$ cat src/rtl/brownout_ctl.sv
// brownout_ctl: host-side brownout detector controller with settle/monitor FSM.
// Define BROWNOUT_CTL_DEGLITCH_EN to require 4 consecutive samples per transition.
module brownout_ctl #(
    parameter int SETTLE_CYCLES = 64,
    parameter int CNT_W         = 8
) (
    input  logic             ck,
    input  logic             rsb,
    input  logic             cfg_en,
    input  logic [2:0]       cfg_vtrip,
    input  logic [2:0]       cfg_otrip,
    input  logic             cfg_force_rc_osc,
    input  logic             cfg_force_short,
    input  logic             cfg_irq_en,
    input  logic             clr_status,
    input  logic             bod_good,
    output logic             bod_ena,
    output logic [2:0]       bod_vtrip,
    output logic [2:0]       bod_otrip,
    output logic             bod_force_rc_osc,
    output logic             bod_force_short_oneshot,
    output logic             status_brownout,
    output logic [CNT_W-1:0] event_cnt,
    output logic             irq,
    output logic [1:0]       fsm_state
);

    localparam int SW = $clog2(SETTLE_CYCLES);
    localparam logic [SW-1:0] SETTLE_LOAD = SW'(SETTLE_CYCLES - 1);

    typedef enum logic [1:0] {
        ST_OFF     = 2'd0,
        ST_SETTLE  = 2'd1,
        ST_MONITOR = 2'd2,
        ST_BROWN   = 2'd3
    } state_e;

    state_e            state_q, state_d;
    logic              sync1_q, sync2_q;
    logic              ena_q, ena_d;
    logic [2:0]        vtrip_q, vtrip_d;
    logic [2:0]        otrip_q, otrip_d;
    logic [SW-1:0]     settle_q, settle_d;
    logic              frc_q, fsh_q;
    logic              status_q, status_d;
    logic [CNT_W-1:0]  cnt_q, cnt_d;
    logic              irq_q;
    logic              good_s;
    logic              reload;
    logic              event_w;
`ifdef BROWNOUT_CTL_DEGLITCH_EN
    logic [1:0]        run_q, run_d;
`endif

    assign good_s = sync2_q;
    assign reload = (cfg_vtrip != vtrip_q) || (cfg_otrip != otrip_q);

    always_comb begin
        state_d  = state_q;
        ena_d    = ena_q;
        vtrip_d  = vtrip_q;
        otrip_d  = otrip_q;
        settle_d = settle_q;
        event_w  = 1'b0;
`ifdef BROWNOUT_CTL_DEGLITCH_EN
        run_d    = 2'd0;
`endif
        if (!cfg_en) begin
            state_d = ST_OFF;
            ena_d   = 1'b0;
        end else if (state_q == ST_OFF || reload) begin
            state_d  = ST_SETTLE;
            ena_d    = 1'b1;
            vtrip_d  = cfg_vtrip;
            otrip_d  = cfg_otrip;
            settle_d = SETTLE_LOAD;
        end else begin
            unique case (state_q)
                ST_OFF: ;
                ST_SETTLE: begin
                    if (settle_q == '0)
                        state_d = good_s ? ST_MONITOR : ST_BROWN;
                    else
                        settle_d = settle_q - 1'b1;
                end
`ifdef BROWNOUT_CTL_DEGLITCH_EN
                // run_q counts prior consecutive contrary samples
                ST_MONITOR: begin
                    if (!good_s) begin
                        if (run_q == 2'd3) begin
                            state_d = ST_BROWN;
                            event_w = 1'b1;
                        end else begin
                            run_d = run_q + 2'd1;
                        end
                    end
                end
                ST_BROWN: begin
                    if (good_s) begin
                        if (run_q == 2'd3)
                            state_d = ST_MONITOR;
                        else
                            run_d = run_q + 2'd1;
                    end
                end
`else
                ST_MONITOR: begin
                    if (!good_s) begin
                        state_d = ST_BROWN;
                        event_w = 1'b1;
                    end
                end
                ST_BROWN: begin
                    if (good_s)
                        state_d = ST_MONITOR;
                end
`endif
                default: ;
            endcase
        end
    end

    // A same-edge event overrides a clear, leaving a count of one
    always_comb begin
        status_d = status_q;
        cnt_d    = cnt_q;
        if (event_w) begin
            status_d = 1'b1;
            if (clr_status)
                cnt_d = CNT_W'(1);
            else if (!(&cnt_q))
                cnt_d = cnt_q + 1'b1;
        end else if (clr_status) begin
            status_d = 1'b0;
            cnt_d    = '0;
        end
    end

    always_ff @(posedge ck or negedge rsb) begin
        if (!rsb) begin
            state_q  <= ST_OFF;
            sync1_q  <= 1'b0;
            sync2_q  <= 1'b0;
            ena_q    <= 1'b0;
            vtrip_q  <= '0;
            otrip_q  <= '0;
            settle_q <= '0;
            frc_q    <= 1'b0;
            fsh_q    <= 1'b0;
            status_q <= 1'b0;
            cnt_q    <= '0;
            irq_q    <= 1'b0;
`ifdef BROWNOUT_CTL_DEGLITCH_EN
            run_q    <= 2'd0;
`endif
        end else begin
            state_q  <= state_d;
            sync1_q  <= bod_good;
            sync2_q  <= sync1_q;
            ena_q    <= ena_d;
            vtrip_q  <= vtrip_d;
            otrip_q  <= otrip_d;
            settle_q <= settle_d;
            frc_q    <= cfg_force_rc_osc;
            fsh_q    <= cfg_force_short;
            status_q <= status_d;
            cnt_q    <= cnt_d;
            irq_q    <= status_q & cfg_irq_en;
`ifdef BROWNOUT_CTL_DEGLITCH_EN
            run_q    <= run_d;
`endif
        end
    end

    assign bod_ena                 = ena_q;
    assign bod_vtrip               = vtrip_q;
    assign bod_otrip               = otrip_q;
    assign bod_force_rc_osc        = frc_q;
    assign bod_force_short_oneshot = fsh_q;
    assign status_brownout         = status_q;
    assign event_cnt               = cnt_q;
    assign irq                     = irq_q;
    assign fsm_state               = state_q;

endmodule

$ cat config.mk
export PLATFORM = sky130hd
export DESIGN_NAME = brownout_ctl
export DESIGN_NICKNAME = d
export VERILOG_FILES = /design/src/rtl/brownout_ctl.sv
export SDC_FILE = /design/constraint.sdc
export NUM_CORES = 1
export LEC_CHECK = 0
export ABC_AREA = 1
export CELL_PAD_IN_SITES_DETAIL_PLACEMENT = 1
export CELL_PAD_IN_SITES_GLOBAL_PLACEMENT = 1
export CORE_MARGIN = 4
export CORE_UTILIZATION = 35
export CTS_CLUSTER_SIZE = 30
export DETAILED_ROUTE_END_ITERATION = 8
export GPL_TIMING_DRIVEN = 1
export PLACE_DENSITY_LB_ADDON = 0.1
export SLEW_MARGIN = 15
export SYNTH_ARGS = -nofsm -noshare
export SYNTH_HDL_FRONTEND = slang
export SYNTH_SLANG_ARGS = --single-unit
$ cat constraint.sdc
create_clock -name ck -period 3.96 [get_ports ck]
set_clock_uncertainty 0.2 [all_clocks]
set_input_delay 0.396 -clock ck [delete_from_list [all_inputs] [get_ports ck]]
set_output_delay 0.396 -clock ck [all_outputs]
set_load 0.05 [all_outputs]
======== Yosys cells after proc, flatten, opt, wreduce, memory -nomap -nowiden ========
Index checks and enable logic that the tools add are counted.
word-level totals
  bits in registers ....................... 29
  bits in latches ......................... 0
  memory bits (writable) .................. 0
  memory bits (read-only) ................. 0
  input bits .............................. 14
  output and inout port bits .............. 21
  word-level logic and storage cells ...... 60
  memories kept ........................... 0
cells by class
  add/subtract/negate cells ............... 2
  multiply operators ...................... 0
  div/mod/pow operators ................... 0
  magnitude comparators ................... 0
  equal/unequal tests ..................... 12
  shift operators ......................... 0
  mux-type cells .......................... 22
  bitwise logic cells ..................... 1
  reduce and logical (&&, ||, !) cells .... 11
operator list
  cell                                                  count
  two-way mux 8 bit                                     4
  two-way mux 6 bit                                     3
  != test 4 bit (second input constant)                 3
  two-way mux 2 bit                                     5
  two-way mux 1 bit                                     9
  adder 8 x 1 -> 8 bit (second input constant)          1
  AND reduction 8 bit                                   1
  zero test 6 bit                                       1
  != test 3 bit                                         2
  one-hot mux 2 bit (3 select lines)                    1
  subtractor 6 x 1 -> 6 bit (second input constant)     1
  != test 5 x 1 -> 1 bit (second input constant)        1
  equality test 2 bit (second input constant)           2
  != test 2 bit (second input constant)                 2
  AND reduction 2 bit                                   2
  AND reduction 4 bit                                   1
  nonzero test 2 bit                                    2
  AND reduction 3 bit                                   1
  equality test 2 x 1 -> 1 bit (second input constant)  1
  zero test 2 bit                                       1
  logical OR 1 bit                                      2
  != test 2 x 1 -> 1 bit (second input constant)        1
  bitwise AND 1 bit                                     1

======== Longest topological paths before layout ========
Gate-level depths: netlist of the first run.
  depth after elaboration ................. 7
  mapped depth ............................ 10
  mapped depth without buffers ............ 10

======== Least setup slack after synthesis of the first run ========
OpenSTA, ideal clock, no wires.
  path kind ............................... register to register
  start point ............................. register cnt_q[1], in the netlist event_cnt[1]
  end point ............................... register cnt_q[3], in the netlist event_cnt[3]
  library setup time ...................... 121 ps
  data arrival time ....................... 1543 ps
  data required time ...................... 3639 ps
  slack ................................... 2096 ps
  stages on the path, launching flop included .. 7
  buffers on the path ..................... 0
  period minus slack after synthesis ...... 1864 ps
  cells stage by stage .................... dfrtp_1 -> ha_1 -> nand4_1 -> nor2_1 -> nor3b_1 -> nand2_1 -> nand2_1
between the ends
  cells in the longest elaborated chain, start to end .. 4
  elaborated cells between the ends (all ways) .. 7
ends and longest elaborated chain
  item                      RTL line  text
  start: declaration        46        logic [CNT_W-1:0] cnt_q, cnt_d;
  start signal: assignment  167       cnt_q <= cnt_d;
  adder 8 x 1 -> 8 bit      132       cnt_d = cnt_q + 1'b1;
  two-way mux 8 bit         131       else if (!(&cnt_q))
  two-way mux 8 bit         129       if (clr_status)
  two-way mux 8 bit         127       if (event_w) begin
Several ways; a longest one is shown, not always the timed one. The select of a mux whose other input is x is not followed.
A chain may end at the register's enable or synchronous reset.

======== Worst setup path in the final report of the first run ========
  start point ............................. register cnt_q[4], in the netlist event_cnt[4]
  end point ............................... output port event_cnt[4]
RTL lines
  item              RTL line  text
  end: declaration  23        output logic [CNT_W-1:0] event_cnt,
No word-level cell between the ends.

==> results of run 1 <==
==> cell usage after synthesis, drive strengths merged <==
cell and n:
nand2 75, dfrtp 29, inv 29, nor2 22
nand3 18, o21ai 15, xor2 9, nand4 5
ha 3, a21oi 2, and3 2, nor3 2
buf 1, clkinv 1, nor3b 1
==> worst register-to-register path, stage by stage, from the launching register on <==
cell and delay [ps]:
dfrtp_1 410, inv_1 60, nand2_1 40, nand2_1 90
inv_1 50, nor2_1 120, nand3_2 180, nand2_4 210
nand2_2 130, o21ai_0 130, nand2_1 90
==> per-stage QoR <==
stage / power, mW / hold WS (ps) / util [%] / std cells / area [um^2]
detailed placement: 0.4582 / 136.3 / 46.00 / 300 / 2058
CTS: 0.7917 / 152.7 / 48.69 / 308 / 2178
global placement: 0.4561 / 132.5 / 46.00 / 300 / 2058
floorplan: 0.4049 / -99.59 / - / 214 / 1657
finish: 0.7786 / 151.1 / 48.69 / 308 / 2178
global route: 0.8192 / 161.4 / 48.69 / 308 / 2178
==> worst paths after layout <==
kind,cells after the start,startpoint,slack [ps],endpoint
setup / recovery,1,event_cnt[4],1760,event_cnt[4]
hold / removal,0,sync1_q,150,good_s
setup reg to reg,10,bod_vtrip[2],2140,settle_q[2]
hold reg to reg,0,sync1_q,150,good_s
max in group asynchronous,2,rsb,2980,bod_vtrip[2]
min in group asynchronous,2,rsb,300,bod_otrip[2]
==> logic make-up (layout without fill, tap and decap cells) <==
kind of cell,Yosys count,in the layout
AO/OA/AOI/OAI,17,17
buffers and inverters,31,73
AND/OR/NAND/NOR,125,125
XOR/XNOR,9,9
adder cells (fa/ha/maj),3,3
flip-flops,29,29
==> routing by layer <==
| layer | vias to the layer above | global-route usage [%] | wire length, um |
|---|---|---|---|
| met2 | 29 | 28.14 | 2165 |
| met1 | 711 | 17.40 | 1774 |
| met5 | - | 0 | 0 |
| met4 | 0 | 5.616 | 59 |
| met3 | 6 | 4.684 | 175 |
| li1 | 750 | - | - |
==> registers in the layout (all words and copies together), names as in the netlist <==
signal                   flops
status_brownout              1
irq                          1
bod_force_rc_osc             1
event_cnt                    8
bod_vtrip                    3
bod_force_short_oneshot      1
sync1_q                      1
bod_otrip                    3
good_s                       1
bod_ena                      1
fsm_state                    2
settle_q                     6
==> power groups by stage <==
stage / registers, mW / clock network (mW) / logic (mW)
after global placement: 0.329 / 0 / 0.127
after global routing: 0.326 / 0.352 / 0.141
after CTS: 0.324 / 0.338 / 0.130
after floorplan: 0.356 / 0 / 0.0494
after detailed placement: 0.329 / 0 / 0.129
final: 0.324 / 0.328 / 0.127
==> layout make-up <==
type | instances | share of cell area, %
Clock inverter | 2 | 1.723
Tap cell | 52 | 2.987
Multi-Input combinational cell | 154 | 37.05
Timing Repair Buffer | 35 | 15.97
Clock buffer | 6 | 3.791
Inverter | 30 | 5.169
Sequential cell | 29 | 33.31
==> metrics.yaml, run 1 <==
arrival_ps: 1600
synthXorXnorAreaFrac_pct: 4.758
path_clk_slew_ps: 70
cts_hold_buf: 0
period_share_pct: 55.53
grt_pass1_vias: 1638
vias: 1496
p_sw_mw: 0.2190
cp.buffers_inverters: 1
crit_path_end_kind: "output pin"
grt_overflow_total: 0
die_x_um: 76.80
worst-setup-path-type: "reg2out"
core_area_um2: 4474
required_ps: 3360
yosys_warnings: 0
status: "finished, final reports clean"
clk_latency_ps: 280
grt_pass1_wl_um: 7396
combPwrFrac_pct: 16.3
cp-start-kind: "flop"
cts_sinks: 29
tns_ps: 0
dp_hpwl_um: 3100
crit_slowest_cell: "clkdlybuf4s50_1"
cap_viol_max_count: 0
layout_common_cells: "nand2_1, clkdlybuf4s50_1, dfrtp_1"
antenna_found_initial: 0
synth-adder-area-share_pct: 2.266
synth_seq_cells: 29
grtUsageTotal_pct: 15.67
critical-path-max-stage-delay_ps: 850
placementRows: 24
min_period_ps: 2199
clkPwrFrac_pct: 42.1
area_delta_synth_final_pct: 31.50
viasPerCell: 4.857
ys_seq_area_share_pct: 43.81
die-area_um2: 5897
pre_cts_ws_ps: 1706
ant_nets: 0
avgSynthCellArea_um2: 7.741
synth_mux_area_share_pct: 0
ir_drop_v: 0.0001875
synthCells: 214
cts_buffer_depth: 2
seq_area_um2: 725.7
nFillCells: 562
cts_resized: 0
fin_ws_ps: 1761
synth_compound_area_share_pct: 5.136
start_util_pct: 37.02
multi_input_area_um2: 807.0
p_int_mw: 0.5596
layout_commonest_cell: "nand2_1"
h-tree-depth: 2
totalWireLength_um: 4174
drive_above_1_share_pct: 8.984
grt_setup_unrepaired: "no"
hold_violations: 0
design.portCount: 35
port_buffers: 34
fmax_mhz: 454.7
drt_first_pass_iters: 4
ys_top_cells_by_area: "dfrtp_1, nand2_1, inv_1"
maxSlewViolCount: 0
wl_per_cell_um: 13.55
cts_buffers: 5
syn_area_um2: 1657
seq_power_share_pct: 41.6
die_y_um: 76.80
setup_violations: 0
drtIter0Drc: 48
crit_chain: "clkdlybuf4s50_1"
tightest_slew_ps: 510.2
cts_root_buf: "clkbuf_8"
crit_family: "buffers and inverters"
yosys.cell_types.count: 24
gp_congestion: 0.7214
post-route-drc-count: 0
synth_nets: 231
pwr_density_cell_nw_per_um2: 357.4
synth_top_family_by_area: "simple AND/OR/NAND/NOR gates"
p_leak_nw: 1.152
synth_top_area_share_pct: 43.81
num_antenna_cells: 0
hp-class: "reg2reg"
grt_max_degree: 30
crit_fanout: 7
tritoncts: "done"
power.share.switching_pct: 28.13
max-slew-margin-rel_pct: 65.88
synth_top_area_cell: "dfrtp_1"
fin_nets: 272
postCtsSetupRepairBufs: 0
yosys.area_share.simple_pct: 36.56
Power figures use the tool's default switching activity.
==> run 2, diff against run 1 <==
clock period = 2.1 ns   (was 3.96 ns; I/O delays follow)
==> metrics.yaml, run 2 (synthesis gave the netlist of run 1 again) <==
pre_cts_ws_ps: 117.0
min_period_ps: 2021
viasPerCell: 4.830
clkPwrFrac_pct: 35.5
p_sw_mw: 0.3914
cp-start-kind: "flop"
cts_root_buf: "clkbuf_8"
post-route-drc-count: 0
layout_common_cells: "nand2_1, clkdlybuf4s50_1, dfrtp_1"
tns_ps: 0
largest_reg_flops: 8
fin_ws_ps: 79.15
fmax_mhz: 494.8
drtIter0Drc: 53
grt_pass1_wl_um: 7327
r2r-start: "event_cnt[4]"
area_delta_synth_final_pct: 31.27
reg2reg_to: "event_cnt[3]"
totalWireLength_um: 4121
tritoncts: "done"
placementRows: 24
ir_drop_v: 0.0003215
wl_per_cell_um: 13.25
clk_latency_ps: 280
utilization_pct: 48.60
h-tree-depth: 2
dp_cells: 304
grtUsageTotal_pct: 15.35
gp_congestion: 0.7718
cap_viol_max_count: 0
hold_violations: 0
setup_violations: 0
combPwrFrac_pct: 18.4
layout_commonest_cell: "nand2_1"
grt_max_degree: 30
cts_sinks: 29
tightest_slew_ps: 502.4
crit_fanout: 7
hp-class: "in2async"
path_clk_slew_ps: 70
postCtsSetupRepairBufs: 0
core_area_um2: 4474
drt_first_pass_iters: 4
die_y_um: 76.80
crit_path_end_kind: "output pin"
cp.buffers_inverters: 1
fin_nets: 276
critical-path-max-stage-delay_ps: 850
power.share.switching_pct: 29.52
vias: 1502
drive_above_1_share_pct: 9.653
crit_family: "buffers and inverters"
worst-setup-path-type: "reg2out"
pwr_density_cell_nw_per_um2: 609.6
cts_hold_buf: 0
seq_power_share_pct: 46.0
die_x_um: 76.80
design.portCount: 35
port_buffers: 34
grt_setup_unrepaired: "no"
cts_resized: 0
dp_hpwl_um: 3071
crit_chain: "clkdlybuf4s50_1"
whs_ps: 121.2
reg2regPathDepth: 7
arrival_ps: 1610
grt_overflow_total: 0
p_int_mw: 0.9343
stdcell_count: 311
status: "finished, final reports clean"
p_leak_nw: 1.157
num_antenna_cells: 0
r2r_slack_ps: 290
ant_nets: 0
cts_buffer_depth: 2
maxSlewViolCount: 0
die-area_um2: 5897
required_ps: 1690
grt_pass1_vias: 1539
nFillCells: 557
start_util_pct: 37.02
crit_slowest_cell: "clkdlybuf4s50_1"
antenna_found_initial: 0
cts_buffers: 5
period_share_pct: 96.23
max-slew-margin-rel_pct: 66.40
run 2: changes by cell type in the layout (fill, tap and decap cells not counted), sizes merged:
cell      change
clkbuf        +1
buf           +4
clkinvlp      -1
bufinv        -1
run 2: routing by layer:
layer,wire [um],track usage (%),part of all wire [%]
met5,0,0,0
met4,40,4.348,0.97
met3,164,4.567,4.0
met2,2040,25.61,50
met1,1876,19.14,46
run 2: final cells by class:
class	instances	area, um^2	area share (%)
clock buffer	7	86.33	3.970
inverter	30	112.6	5.178
multi-input combinational	154	807.0	37.11
sequential	29	725.7	33.37
tap	52	65.06	2.992
timing repair buffer	39	377.9	17.38
run 2: worst max path at each step:
stage | start | end | slack, ps | depth (start not counted)
after detailed placement | cfg_vtrip[1] | event_cnt[4] | 120 | 10
after global placement | cfg_vtrip[1] | event_cnt[1] | 160 | 10
after CTS | event_cnt[4] | event_cnt[4] | 60 | 1
after global routing | event_cnt[4] | event_cnt[4] | 4 | 1
after floorplan | event_cnt[1] | event_cnt[3] | 240 | 6
final | event_cnt[4] | event_cnt[4] | 80 | 1
run 2: power groups by stage:
stage | clock [mW] | combinational (mW) | sequential, mW
5_1_grt | 0.516 | 0.271 | 0.615
3_3_place_gp | 0 | 0.245 | 0.620
4_1_cts | 0.487 | 0.249 | 0.611
2_1_floorplan | 0 | 0.0932 | 0.670
3_5_place_dp | 0 | 0.248 | 0.621
6_report | 0.471 | 0.244 | 0.610
run 2: metrics by stage:
step                area, um^2  power (mW)
finish                    2175       1.326
global route              2175       1.402
CTS                       2175       1.347
detailed placement        2088      0.8689
global placement          2088      0.8642
floorplan                 1657      0.7636
==> run 3, diff against run 2 <==
PLACE_DENSITY = 0.76   (was unset)
PLACE_DENSITY_LB_ADDON = unset   (was 0.1)
==> metrics.yaml, run 3 (synthesis gave the netlist of run 1 again) <==
status: "finished, final reports clean"
r2r_slack_ps: 280
clk_latency_ps: 280
cts_buffers: 5
start_util_pct: 37.02
crit_slowest_cell: "clkdlybuf4s50_1"
crit_family: "buffers and inverters"
layout_common_cells: "nand2_1, clkdlybuf4s50_1, dfrtp_1"
critical-path-max-stage-delay_ps: 850
num_antenna_cells: 0
core_area_um2: 4474
min_period_ps: 2012
r2r-start: "settle_q[0]"
crit_path_end: "event_cnt[4]"
totalWireLength_um: 4065
drt_first_pass_iters: 4
cts_sinks: 29
grt_pass1_vias: 1552
combPwrFrac_pct: 18.6
largest_reg_flops: 8
p_sw_mw: 0.3966
grt_max_degree: 30
cp-start-kind: "flop"
nFillCells: 557
cp.buffers_inverters: 1
viasPerCell: 4.803
postCtsSetupRepairBufs: 0
reg2reg_to: "fsm_state[1]"
path_clk_slew_ps: 70
dp_cells: 302
fmax_mhz: 496.9
cts_root_buf: "clkbuf_8"
cap_viol_max_count: 0
grt_pass1_wl_um: 7196
clkPwrFrac_pct: 34.4
die-area_um2: 5897
cts_hold_buf: 0
vias: 1489
required_ps: 1690
seq_area_um2: 725.7
area_delta_synth_final_pct: 30.14
p_leak_nw: 1.149
antenna_found_initial: 0
dpl-instance-area_um2: 2073
crit_chain: "clkdlybuf4s50_1"
seq_power_share_pct: 47.0
layout_commonest_cell: "nand2_1"
maxSlewViolCount: 0
utilization_pct: 48.18
power.share.switching_pct: 30.53
tns_ps: 0
arrival_ps: 1600
wl_per_cell_um: 13.11
grt_setup_unrepaired: "no"
drtIter0Drc: 41
pwr_density_cell_nw_per_um2: 602.5
worst-setup-path-type: "reg2out"
dp_hpwl_um: 2996
cp.depth: 1
max-slew-margin-rel_pct: 66.11
multi_input_area_um2: 807.0
period_share_pct: 95.83
hp-class: "in2async"
design.portCount: 35
p_int_mw: 0.9023
final_cell_area_um2: 2156
die_y_um: 76.80
tritoncts: "done"
ant_nets: 0
crit_fanout: 7
stdcell_count: 310
fin_nets: 274
die_x_um: 76.80
grt_overflow_total: 0
drive_above_1_share_pct: 9.302
setup_violations: 0
crit_path_end_kind: "output pin"
gp_congestion: 0.7421
tightest_slew_ps: 506.7
grtUsageTotal_pct: 15.49
h-tree-depth: 2
reg2regPathDepth: 9
post-route-drc-count: 0
cts_buffer_depth: 2
hold_violations: 0
cts_resized: 0
port_buffers: 34
ir_drop_v: 0.0002959
crit_start: "event_cnt[4]"
placementRows: 24
[run 3: cell type report]
type,instances,share of cell area [%]
inverter,30,5.223
clock inverter,2,0.4643
multi-input combinational,154,37.43
sequential,29,33.66
tap,52,3.018
timing repair buffer,37,16.83
clock buffer,6,3.366
[run 3: how the worst min path moves through the flow]
stage	start	end	slack, ps
2_1_floorplan	rsb	bod_ena	-290
3_3_place_gp	sync1_q	good_s	140
3_5_place_dp	sync1_q	good_s	150
4_1_cts	rsb	settle_q[4]	130
5_1_grt	bod_good	sync1_q	150
6_report	rsb	settle_q[4]	120
[run 3: power by group through the flow]
stage	Clock [mW]	Sequential (mW)	Combinational (mW)
finish	0.447	0.610	0.242
global route	0.500	0.614	0.268
CTS	0.462	0.610	0.246
detailed placement	0	0.621	0.245
global placement	0	0.619	0.240
floorplan	0	0.670	0.0932
[run 3: through the flow]
step	setup WS [ps]	hold slack, ps	power, mW
floorplan	236.4	-285.6	0.7636
global placement	43.17	135.1	0.8594
detailed placement	12.94	146.2	0.8652
CTS	63.53	133.2	1.318
global route	20.33	154.0	1.382
finish	87.54	118.7	1.299
[run 3: routing by layer]
| layer | vias to the layer above | share of wire (%) | wire length [um] | track usage (%) |
|---|---|---|---|---|
| met3 | 5 | 3.7 | 150 | 4.215 |
| li1 | 759 | - | - | - |
| met1 | 700 | 46 | 1859 | 18.55 |
| met2 | 25 | 49 | 1990 | 26.05 |
| met4 | 0 | 1.6 | 64 | 6.522 |
| met5 | - | 0 | 0 | 0 |
